## config.mk

```make
export PLATFORM = sky130hd
export DESIGN_NAME = trace_capture_ctrl_flat
export DESIGN_NICKNAME = d
export VERILOG_FILES = /design/src/rtl/trace_capture_ctrl_if.sv /design/src/rtl/trace_capture_ctrl.sv /design/src/flat_wrapper.sv
export SDC_FILE = /design/constraint.sdc
export NUM_CORES = 1
export LEC_CHECK = 0
export ABC_AREA = 1
export CAP_MARGIN = 20
export CORE_ASPECT_RATIO = 0.7
export CORE_MARGIN = 2
export CORE_UTILIZATION = 35
export CTS_CLUSTER_SIZE = 24
export DETAILED_ROUTE_END_ITERATION = 7
export PLACE_DENSITY_LB_ADDON = 0.2
export SLEW_MARGIN = 15
export SYNTH_ARGS = -nofsm -noshare
export SYNTH_HDL_FRONTEND = slang
export SYNTH_SLANG_ARGS = --single-unit
```

## constraint.sdc

```tcl
create_clock -name clk -period 4 [get_ports clk]
set_input_delay 0.8 -clock clk [delete_from_list [all_inputs] [get_ports clk]]
set_output_delay 0.8 -clock clk [all_outputs]
set_load 0.01 [all_outputs]
```

## src/rtl/trace_capture_ctrl_if.sv

```systemverilog
// Bus bundle between trace_capture_ctrl, its trace sources, the trace_buffer and the JTAG readout.
// slave = controller view, master = environment view.
interface trace_capture_ctrl_if #(
    parameter int Fpay = 32,
    parameter int N    = 4
);
    logic [N-1:0]      src_valid;
    logic [N*Fpay-1:0] src_data;
    logic [N-1:0]      src_grant;
    logic [Fpay-1:0]   tb_trace;
    logic              tb_trigger;
    logic              tb_rd;
    logic [Fpay-1:0]   tb_dout;
    logic              rd_req;
    logic              rd_valid;
    logic [Fpay-1:0]   rd_data;

    modport master (
        output src_valid, src_data, tb_dout, rd_req,
        input  src_grant, tb_trace, tb_trigger, tb_rd, rd_valid, rd_data
    );

    modport slave (
        input  src_valid, src_data, tb_dout, rd_req,
        output src_grant, tb_trace, tb_trigger, tb_rd, rd_valid, rd_data
    );
endinterface

```

## src/rtl/trace_capture_ctrl.sv

```systemverilog
// Arm/trigger/post-trigger capture sequencer for one trace_buffer with round-robin source arbitration
// and JTAG readout. Optional drop counter port enabled by TRACE_CTRL_DROP_CNT_EN.
//
// state    | meaning
// IDLE     | waiting for arm
// CAPTURE  | storing arbitrated words, watching for trigger
// DONE     | capture finished, waiting for first read
// READOUT  | draining stored words to JTAG
module trace_capture_ctrl #(
    parameter int Fpay      = 32,
    parameter int N         = 4,
    parameter int DEPTH     = 512,
    parameter int POST_TRIG = 64,
    localparam int CW       = $clog2(DEPTH) + 1,
    localparam int IW       = $clog2(N)
) (
    input  logic                 clk,
    input  logic                 reset,
    input  logic                 arm,
    input  logic                 trig_event,
    trace_capture_ctrl_if.slave  bus,
    output logic [1:0]           state,
    output logic [CW-1:0]        word_cnt,
    output logic                 full
`ifdef TRACE_CTRL_DROP_CNT_EN
    ,
    output logic [31:0]          drop_cnt
`endif
);

    typedef enum logic [1:0] {
        S_IDLE    = 2'd0,
        S_CAPTURE = 2'd1,
        S_DONE    = 2'd2,
        S_READOUT = 2'd3
    } state_t;

    state_t         state_q, state_d;
    logic [CW-1:0]  word_cnt_q, post_q;
    logic           full_q, rd_valid_q, trig_q;
    logic [IW-1:0]  rr_q;

    logic [IW-1:0]  gnt_idx;
    logic           gnt_any;
    logic           write, trig_now, rd_issue, done_trig, done_full;
    logic [CW-1:0]  word_nxt, post_nxt;

    // Round-robin search: lower offsets from rr_q overwrite higher ones, so offset 0 wins.
    always_comb begin
        logic [IW-1:0] idx;
        gnt_any = 1'b0;
        gnt_idx = '0;
        for (int k = N - 1; k >= 0; k--) begin
            idx = IW'((int'(rr_q) + k) % N);
            if (bus.src_valid[idx]) begin
                gnt_any = 1'b1;
                gnt_idx = idx;
            end
        end
    end

    assign write     = (state_q == S_CAPTURE) && gnt_any;
    assign trig_now  = (state_q == S_CAPTURE) && trig_event && !trig_q;
    assign word_nxt  = word_cnt_q + CW'(write);
    assign post_nxt  = post_q + CW'(write && trig_q);
    // The trigger-cycle write is pre-trigger, so only writes after the latch count as post.
    assign done_trig = trig_q ? (post_nxt == CW'(POST_TRIG)) : (trig_now && (POST_TRIG == 0));
    assign done_full = (word_nxt == CW'(DEPTH));
    assign rd_issue  = ((state_q == S_DONE) || (state_q == S_READOUT)) && bus.rd_req
                       && (word_cnt_q != '0);

    always_ff @(posedge clk or posedge reset) begin
        if (reset) state_q <= S_IDLE;
        else       state_q <= state_d;
    end

    always_comb begin
        state_d = state_q;
        case (state_q)
            S_IDLE:    if (arm) state_d = S_CAPTURE;
            S_CAPTURE: if (done_trig || done_full) state_d = S_DONE;
            S_DONE: begin
                if (word_cnt_q == '0) state_d = S_IDLE;
                else if (rd_issue)    state_d = S_READOUT;
            end
            S_READOUT: begin
                if ((word_cnt_q == '0) || (rd_issue && (word_cnt_q == CW'(1))))
                    state_d = S_IDLE;
            end
            default:   state_d = S_IDLE;
        endcase
    end

    always_comb begin
        bus.src_grant  = '0;
        bus.tb_trace   = '0;
        bus.tb_trigger = write;
        bus.tb_rd      = rd_issue;
        for (int i = 0; i < N; i++) begin
            if (write && (gnt_idx == IW'(i))) begin
                bus.src_grant[i] = 1'b1;
                bus.tb_trace     = bus.src_data[i*Fpay +: Fpay];
            end
        end
    end

    always_ff @(posedge clk or posedge reset) begin
        if (reset) begin
            word_cnt_q <= '0;
            post_q     <= '0;
            full_q     <= 1'b0;
            rd_valid_q <= 1'b0;
            trig_q     <= 1'b0;
            rr_q       <= '0;
        end else begin
            rd_valid_q <= rd_issue;
            case (state_q)
                S_IDLE: begin
                    if (arm) begin
                        word_cnt_q <= '0;
                        post_q     <= '0;
                        full_q     <= 1'b0;
                        trig_q     <= 1'b0;
                    end
                end
                S_CAPTURE: begin
                    word_cnt_q <= word_nxt;
                    post_q     <= post_nxt;
                    if (trig_now)  trig_q <= 1'b1;
                    if (done_full) full_q <= 1'b1;
                    if (write)     rr_q   <= (int'(gnt_idx) == N - 1) ? '0 : gnt_idx + IW'(1);
                end
                default: begin
                    if (rd_issue) word_cnt_q <= word_cnt_q - CW'(1);
                end
            endcase
        end
    end

`ifdef TRACE_CTRL_DROP_CNT_EN
    logic [31:0] drop_cnt_q, drop_add;
    logic [32:0] drop_sum;

    always_comb begin
        drop_add = '0;
        if (state_q == S_CAPTURE) begin
            for (int i = 0; i < N; i++)
                drop_add = drop_add + 32'(bus.src_valid[i] & ~bus.src_grant[i]);
        end
        drop_sum = {1'b0, drop_cnt_q} + {1'b0, drop_add};
    end

    always_ff @(posedge clk or posedge reset) begin
        if (reset)                           drop_cnt_q <= '0;
        else if (state_q == S_IDLE && arm)   drop_cnt_q <= '0;
        else if (drop_sum[32])               drop_cnt_q <= '1;
        else                                 drop_cnt_q <= drop_sum[31:0];
    end

    assign drop_cnt = drop_cnt_q;
`endif

    assign state        = state_q;
    assign word_cnt     = word_cnt_q;
    assign full         = full_q;
    assign bus.rd_valid = rd_valid_q;
    assign bus.rd_data  = bus.tb_dout;

endmodule
```

## src/flat_wrapper.sv

```systemverilog
// flat-port wrapper written by rule: the top's interface ports become plain ports
module trace_capture_ctrl_flat 
#(
    parameter int Fpay      = 32,
    parameter int N         = 4,
    parameter int DEPTH     = 512,
    parameter int POST_TRIG = 64,
    localparam int CW       = $clog2(DEPTH) + 1,
    localparam int IW       = $clog2(N)
)
  (clk, reset, arm, trig_event, state, word_cnt, full, bus_src_valid, bus_src_data, bus_tb_dout, bus_rd_req, bus_src_grant, bus_tb_trace, bus_tb_trigger, bus_tb_rd, bus_rd_valid, bus_rd_data);
  trace_capture_ctrl_if #(.Fpay(Fpay), .N(N)) bus_i ();
  input  logic clk;
  input  logic reset;
  input  logic arm;
  input  logic trig_event;
  output logic [1:0] state;
  output logic [CW-1:0] word_cnt;
  output logic full;
  input wire logic [$bits(bus_i.src_valid)-1:0] bus_src_valid;
  input wire logic [$bits(bus_i.src_data)-1:0] bus_src_data;
  input wire logic [$bits(bus_i.tb_dout)-1:0] bus_tb_dout;
  input wire logic [$bits(bus_i.rd_req)-1:0] bus_rd_req;
  output wire logic [$bits(bus_i.src_grant)-1:0] bus_src_grant;
  output wire logic [$bits(bus_i.tb_trace)-1:0] bus_tb_trace;
  output wire logic [$bits(bus_i.tb_trigger)-1:0] bus_tb_trigger;
  output wire logic [$bits(bus_i.tb_rd)-1:0] bus_tb_rd;
  output wire logic [$bits(bus_i.rd_valid)-1:0] bus_rd_valid;
  output wire logic [$bits(bus_i.rd_data)-1:0] bus_rd_data;
  assign bus_i.src_valid = bus_src_valid;
  assign bus_i.src_data = bus_src_data;
  assign bus_i.tb_dout = bus_tb_dout;
  assign bus_i.rd_req = bus_rd_req;
  assign bus_src_grant = bus_i.src_grant;
  assign bus_tb_trace = bus_i.tb_trace;
  assign bus_tb_trigger = bus_i.tb_trigger;
  assign bus_tb_rd = bus_i.tb_rd;
  assign bus_rd_valid = bus_i.rd_valid;
  assign bus_rd_data = bus_i.rd_data;
  trace_capture_ctrl #(.Fpay(Fpay), .N(N), .DEPTH(DEPTH), .POST_TRIG(POST_TRIG)) u_core (.clk(clk), .reset(reset), .arm(arm), .trig_event(trig_event), .bus(bus_i), .state(state), .word_cnt(word_cnt), .full(full));
endmodule
```

==> results of run 1 <==
## cells by family after synthesis
group / after synthesis / share of synthesized area [%]
flops: 27 / 16.9
fa+ha+maj: 10 / 3.13
simple gates: 427 / 49.4
compound gates: 66 / 8.99
xor+xnor: 8 / 1.75
buf+inv: 161 / 19.8
## power by group
part / switching, mW / internal [mW] / total [mW]
combinational: 2.33 / 1.94 / 4.26
sequential: 0.164 / 0.361 / 0.525
clock: 0.112 / 0.139 / 0.250
total: 2.60 / 2.44 / 5.04
## metal layers
layer,global-route usage (%),up-vias,share of wire (%)
met5,0,-,0
met4,6.88,0,2.3
met3,3.41,28,4.5
met2,41.3,164,48
met1,30.8,2415,45
li1,-,2599,-
## metrics by stage
| stage | util [%] | total power [mW] | hold WS [ps] |
|---|---|---|---|
| 6_report | 57.3 | 5.04 | 512 |
| 4_1_cts | 55.7 | 4.74 | 512 |
| 5_1_grt | 57.3 | 5.48 | 543 |
| 3_5_place_dp | 53.6 | 4.30 | 491 |
| 2_1_floorplan | - | 2.69 | 459 |
| 3_3_place_gp | 53.6 | 4.24 | 478 |
## critical path, delay by kind of cell
kind / cells / cell delay, ps
buffers and inverters: 5 / 1010
AND/OR/NAND/NOR: 9 / 930
adder cells (fa/ha/maj): 1 / 200
AO/OA/AOI/OAI: 1 / 130
## timing repair
item                                    4_1_cts  5_1_grt
pin swaps                                     1       11
resized for setup                            47       28
setup buffers                                 1        3
cloned                                        3        5
endpoints found under the setup margin       35       36
## sequential cells by signal, indices dropped and copies added, names as in the netlist
name	count
u_core.bus.rd_valid	1
u_core.full	1
u_core.post_q	10
u_core.rr_q	2
u_core.state	2
u_core.trig_q	1
u_core.word_cnt	10
## cell usage after synthesis, types with 8 or more instances
cell,number
buf_4,38
o21ai_0,20
clkbuf_1,19
inv_1,76
a21oi_1,26
xor2_1,8
nor2_1,113
nand4_1,94
nand2_1,157
ha_1,10
buf_2,15
nand3_1,41
dfrtp_1,27
## cell usage in the layout, fill, tap and decap left out, types with 3 or more instances in the layout
cell	count
buf_4	23
clkbuf_16	6
inv_1	72
clkdlybuf4s50_1	153
dfrtp_1	26
ha_4	3
dlygate4sd2_1	25
a21oi_1	24
nand2_4	3
ha_1	7
inv_2	5
nand2_1	153
nand2_2	3
buf_12	10
o21ai_2	3
buf_6	5
o21ai_0	20
nor2_1	112
xor2_1	8
or2_2	4
dlymetal6s2s_1	8
a31oi_1	7
nand4_1	94
o22ai_1	7
or2_0	7
inv_4	3
nand3_1	39
## worst paths after layout
path / start / endpoint
worst max-delay path: bus_src_valid[2] / bus_tb_trace[14]
worst min-delay path: u_core.full / u_core.full
worst max register to register: u_core.rr_q[0] / u_core.state[0]
worst min register to register: u_core.full / u_core.full
max in group asynchronous: reset / u_core.rr_q[0]
min in group asynchronous: reset / u_core.word_cnt[8]
## final cells by class
class / instances / area, µm²
Inverter: 80 / 308
Timing Repair Buffer: 232 / 2460
Sequential cell: 27 / 677
Fill cell: 1095 / 4710
Clock buffer: 3 / 75.1
Clock inverter: 1 / 8.76
Multi-Input combinational cell: 511 / 2620
Tap cell: 153 / 191
==> results.txt, run 1 <==
CP Cell Sequence -> dlymetal6s2s_1, or2_1, nand3_2, nand4_1, nand2_1, nand2_1, nand2_2, inv_1, buf_4, ha_1, nand2_4, buf_6, nand2_1, a21oi_1, nor2_1, clkdlybuf4s50_1
CP required -> 3200 ps
Die ar. -> 12300 µm²
critical path's largest stage delay -> 470 ps
clk sink count -> 27
I/O pin count -> 253
crit path max fanout -> 12
DR WL/cell -> 15.5 µm
Ys Warns -> 0
HPWL after DPL -> 11.4 mm
row cnt -> 32
max-cap violations -> 0
Final ANT Viol Nets -> 0
crit end category -> output port
Leak -> 3.27 nW
DRT iter0 DRCs -> 288
Post-synth EDFFs -> 0
root buf cell -> clkbuf_16
Vias/cell -> 5.17
Synth area leaders -> dfrtp_1 (17%), nand2_1 (15%), nand4_1 (15%), nor2_1 (11%), buf_4 (7.1%)
Netlist cell types -> 33
Worst-Skew Late Latency -> 270 ps
Layout area overhead -> 58.7%
worst slew pin tran -> 594 ps
DR DRC count -> 0
clock-pin slew on the worst setup and hold paths -> 70 ps
H-tree levels -> 1
Top FF cell, synth -> dfrtp_1
status -> complete, no violations
arrival time at the worst endpoint -> 3080 ps
Final Instance Count excl. Fillers -> 1007
Worst slew margin -> 60.4%
die height -> 93.4 µm
Synth area leader -> dfrtp_1
vias in the first global route -> 4954
Max clock buf depth -> 2
Detailed Routing Iterations Pass 1 -> 5
setup TNS -> 0 ps
port buffer count -> 188
share of layout cells above drive strength 1 -> 9.95%
Final nets -> 1034
hold_buf cts -> 0
startpoint types -> primary input
max-slew violation count -> 0
Crit-path slowest cell -> clkdlybuf4s50_1
Mapped Area -> 3990 µm²
Net Count, Synth -> 878
initial antenna violation count -> 0
core area -> 11100 µm²
DIE WIDTH -> 132 µm
most used cell, CP -> nand2_1
# diodes -> 0
final wirelength -> 15.6 mm
period utilisation layout -> 96.9%
VDD IR max -> 0.000415 V
Finished Cell Area -> 6340 µm²
final worst setup slack -> 124 ps
PwrDens -> 795 nW/µm²
post-synth top area share -> 16.9%
R2R cell count -> 25
crit path time final -> 3880 ps
worst hold path type -> flop to flop
vias -> 5206
Syn Inst Count -> 699
Setup WS pre-CTS -> -310 ps
global-route usage over all layers -> 23.8%
TritonCTS clock tree -> yes
register-to-register path setup slack -> 760 ps
Worst Hold Path Cells -> 2
syn_area_per_cell -> 5.71 µm²
Remaining Overflow, GRT -> 0
Initial Utilization -> 36.1%
Yosys reg bits -> 27
placed insts -> 991
Final Wtd Congestion -> 0.896
Placed Area -> 5920 µm²
Setup Crit Path Kind -> primary input to output port
TritonCTS Buffers -> 3
asr flop ratio synth -> 100%
first-pass GRT wire length -> 24.1 mm
Fin Clk Skew -> 3.54 ps
max frequency -> 258 MHz
largest net degree at the start of global routing -> 58
Final Setup Violations -> 0
final hold vios -> 0
sequential fraction of the synthesis area -> 16.9%
Power figures use the tool's default switching activity.
==> run 2, diff against run 1 <==
--- a/config.mk
+++ b/config.mk
@@ -5,11 +5,10 @@
 export SDC_FILE = /design/constraint.sdc
 export NUM_CORES = 1
 export LEC_CHECK = 0
-export ABC_AREA = 1
 export CAP_MARGIN = 20
 export CORE_ASPECT_RATIO = 0.7
 export CORE_MARGIN = 2
-export CORE_UTILIZATION = 35
+export CORE_UTILIZATION = 34
 export CTS_CLUSTER_SIZE = 24
 export DETAILED_ROUTE_END_ITERATION = 7
 export PLACE_DENSITY_LB_ADDON = 0.2
==> run 2 against run 1 <==
  * Final cell count down 29%
  * Clock power decreased by 6%
  * Wire length fell by 18%
  * Sequential cell count stayed put
  * Clock-buffer cell count grew 1
  * Combinational power down 40%
  * Power shrank 32%
  * Utilization increased by 1.4 points
  * Setup slack better by 33 ps
  * Design area decreased by 16%
  * Sequential power increased by 15%
  * Largest power group unchanged
  * Fmax rose by 0.86%
  * Critical endpoint is now bus_tb_trace[0]
==> results.txt, run 2 <==
arrival time at the worst endpoint -> 3040 ps (-40 ps)
DIE WIDTH -> 119 µm (-9.6%)
DRT iter0 DRCs -> 186 (-35%)
die height -> 84.5 µm (-9.5%)
final wirelength -> 12.7 mm (-18%)
Netlist cell types -> 54 (+64%)
DR DRC count -> 0 (unchanged)
row cnt -> 29 (-9.4%)
CP Cell Sequence -> dlygate4sd2_1, nor3b_1, nor3_2, buf_4, buf_4, buf_4, ha_1, nand2_1, buf_6, o21ai_0, o21ai_1, buf_4, dlygate4sd2_1
largest net degree at the start of global routing -> 28 (-52%)
VDD IR max -> 0.000390 V (-6.2%)
H-tree levels -> 1 (unchanged)
startpoint types -> primary input
GRT met3 Usage -> 7.27% (+3.9 points)
Fin Clk Skew -> 4.09 ps (+0.557 ps)
Layout area overhead -> 68.3%
placed insts -> 706 (-29%)
clk sink count -> 27 (unchanged)
Leak -> 2.12 nW (-35%)
port buffer count -> 188 (unchanged)
Post-Synth Adder-Cell Area -> 3.97% (+0.84 points)
fill count -> 809 (-26%)
HPWL after DPL -> 9.85 mm (-13%)
Crit-path slowest cell -> nor3b_1
syn_area_per_cell -> 7.28 µm² (+27%)
asr flop ratio synth -> 100% (unchanged)
Initial Utilization -> 34.9% (-1.3 points)
DR WL/cell -> 17.8 µm (+15%)
WHS -> 522 ps (+9.84 ps)
register-to-register path setup slack -> 1030 ps (+270 ps)
PwrDens -> 643 nW/µm² (-19%)
status -> complete, no violations
clock-pin slew on the worst setup and hold paths -> 70 ps (about the same)
Remaining Overflow, GRT -> 0 (unchanged)
Net Count, Synth -> 612 (-30%)
Synth area leader -> dfrtp_1
crit path time final -> 3840 ps (-33.0 ps)
met1 GRT Util -> 32.2% (+1.3 points)
# diodes -> 0 (unchanged)
Max clock buf depth -> 2 (unchanged)
vias -> 3981 (-24%)
max-cap violations -> 0 (unchanged)
I/O pin count -> 253 (unchanged)
root buf cell -> clkbuf_16
Final ANT Viol Nets -> 0 (unchanged)
Vias/cell -> 5.58 (+7.8%)
Mapped Area -> 3150 µm² (-21%)
Setup Crit Path Kind -> primary input to output port
TritonCTS clock tree -> yes
post-synth top area share -> 21.4% (+4.5 points)
initial antenna violation count -> 0 (unchanged)
Final Wtd Congestion -> 0.909 (+1.5%)
top-count cell post-synth -> o21ai_0
worst slew pin tran -> 634 ps (+40.6 ps)
compound-gate portion of the synthesized area -> 37.2% (+28 points)
crit end category -> output port
Most Crowded Layer GR -> met2
worst hold path type -> flop to flop
worst path bufs/invs -> 7 (+2)
Post-synth EDFFs -> 0 (unchanged)
max-slew violation count -> 0 (unchanged)
Detailed Routing Iterations Pass 1 -> 4 (-1)
most frequent cells in the layout -> clkdlybuf4s50_1 (152), o21ai_0 (70), nand2_1 (54), dlygate4sd2_1 (36), dfrtp_1 (27)
Worst slew margin -> 57.7% (-2.7 points)
critical path's largest stage delay -> 290 ps (-180 ps)
setup TNS -> 0 ps (unchanged)
CP required -> 3200 ps (about the same)
Post-synth top cells -> o21ai_0 (71), nand2_1 (54), a221oi_1 (35)
share of layout cells above drive strength 1 -> 10.3% (+0.39 points)
crit path max fanout -> 27 (+15)
delay-heaviest family, CP -> buffers and inverters
Final nets -> 770 (-26%)
mux contribution to synthesized area -> 0.675% (+0.68 points)
Simple-Gate Fraction of Synth Area -> 20.0% (-29 points)
core area -> 9030 µm² (-18%)
Top FF cell, synth -> dfrtp_1
vias in the first global route -> 3958 (-20%)
largest family of logic cells by synthesized area -> compound AO/OA/AOI/OAI gates
first-pass GRT wire length -> 20.1 mm (-17%)
max frequency -> 260 MHz (+0.86%)
met2 GRT Util -> 39.4% (-1.9 points)
period utilisation layout -> 96.1% (-0.83 points)
most used cell, CP -> buf_4
Worst-Skew Late Latency -> 260 ps (about the same)
Final Setup Violations -> 0 (unchanged)
final hold vios -> 0 (unchanged)
Yosys reg bits -> 27 (unchanged)
global-route usage over all layers -> 24.2% (+0.46 points)
Syn Inst Count -> 433 (-38%)
Ys Warns -> 0 (unchanged)
Synth Area in XOR/XNOR -> 2.50% (+0.75 points)
Synth area leaders -> dfrtp_1 (21%), o21ai_0 (11%), a221oi_1 (9.7%), buf_4 (7.6%), nand2_1 (6.4%)
TritonCTS Buffers -> 3 (unchanged)
Final Instance Count excl. Fillers -> 714 (-29%)
Die ar. -> 10100 µm² (-18%)
sequential fraction of the synthesis area -> 21.4% (+4.5 points)
most common cell after layout, fill and taps aside -> clkdlybuf4s50_1
==> run 2: cell types whose count changed in the layout (fill, tap and decap cells not counted), moves of 34 or more <==
cell,before,now
inv_1,72,13
nand2_1,153,54
nand3_1,39,5
nand4_1,94,3
nor2_1,112,16
o21ai_0,20,70
==> run 2: cell type report <==
class                   count  area (µm²)  area share [%]
multi-input cells         323        2120            39.9
well taps                 124         155            2.93
repair buffers            223        2230            42.0
flip-flops and latches     27         676            12.7
inverters                  13        48.8           0.920
clock buffers               4        78.8            1.49
==> run 2: routing by layer <==
layer  up-vias  part of all wire (%)
met5         -                     0
met4         0                  0.79
met3        18                   8.2
met2       173                    47
met1      1870                    44
li1       1920                     -
==> run 2: worst paths after layout <==
kind                                       start                  end  cells after the start
worst max register to register   u_core.state[0]          u_core.full                     11
max in group asynchronous                  reset   u_core.word_cnt[9]                      3
worst min-delay path                 u_core.full          u_core.full                      1
worst min register to register       u_core.full          u_core.full                      1
min in group asynchronous                  reset  u_core.bus.rd_valid                      2
worst max-delay path            bus_src_valid[2]      bus_tb_trace[0]                     13
==> run 2: per-stage QoR <==
| stage | power, mW | util, % | instance area [µm²] | setup slack (ps) |
|---|---|---|---|---|
| after detailed placement | 3.22 | 56.7 | 5120 | -386 |
| after global placement | 3.17 | 56.4 | 5100 | -284 |
| after global routing | 3.71 | 58.7 | 5300 | -3.73 |
| after floorplan | 1.96 | - | 3150 | 643 |
| after CTS | 3.39 | 58.4 | 5270 | 141 |
| final | 3.41 | 58.7 | 5300 | 157 |
==> run 2: cell families after synthesis <==
kind of cell,after synthesis
adders and majority gates,10
buffers and inverters,83
muxes,2
AOI/OAI and AO/OA,179
and+or+nand+nor,123
DFF,27
xor gates and xnor gates,9
==> run 2: report_power, final <==
group / internal, mW / leakage [nW] / switching [mW] / total [mW]
clock network: 0.137 / 0.0382 / 0.0969 / 0.234
logic: 1.30 / 1.74 / 1.27 / 2.57
registers: 0.370 / 0.340 / 0.235 / 0.605
==> run 2: repair_timing <==
action,CTS,global route
pin swaps,2,1
gates cloned,1,0
gates resized for setup,49,4
buffers inserted,2,1
setup endpoints to repair,34,5
hold buffers,0,0
==> run 3, diff against run 2 <==
--- a/config.mk
+++ b/config.mk
@@ -9,7 +9,6 @@
 export CORE_ASPECT_RATIO = 0.7
 export CORE_MARGIN = 2
 export CORE_UTILIZATION = 34
-export CTS_CLUSTER_SIZE = 24
 export DETAILED_ROUTE_END_ITERATION = 7
 export PLACE_DENSITY_LB_ADDON = 0.2
 export SLEW_MARGIN = 15
==> results of run 3 <==
Final layout, timing and power as in run 2 (identical DEF).
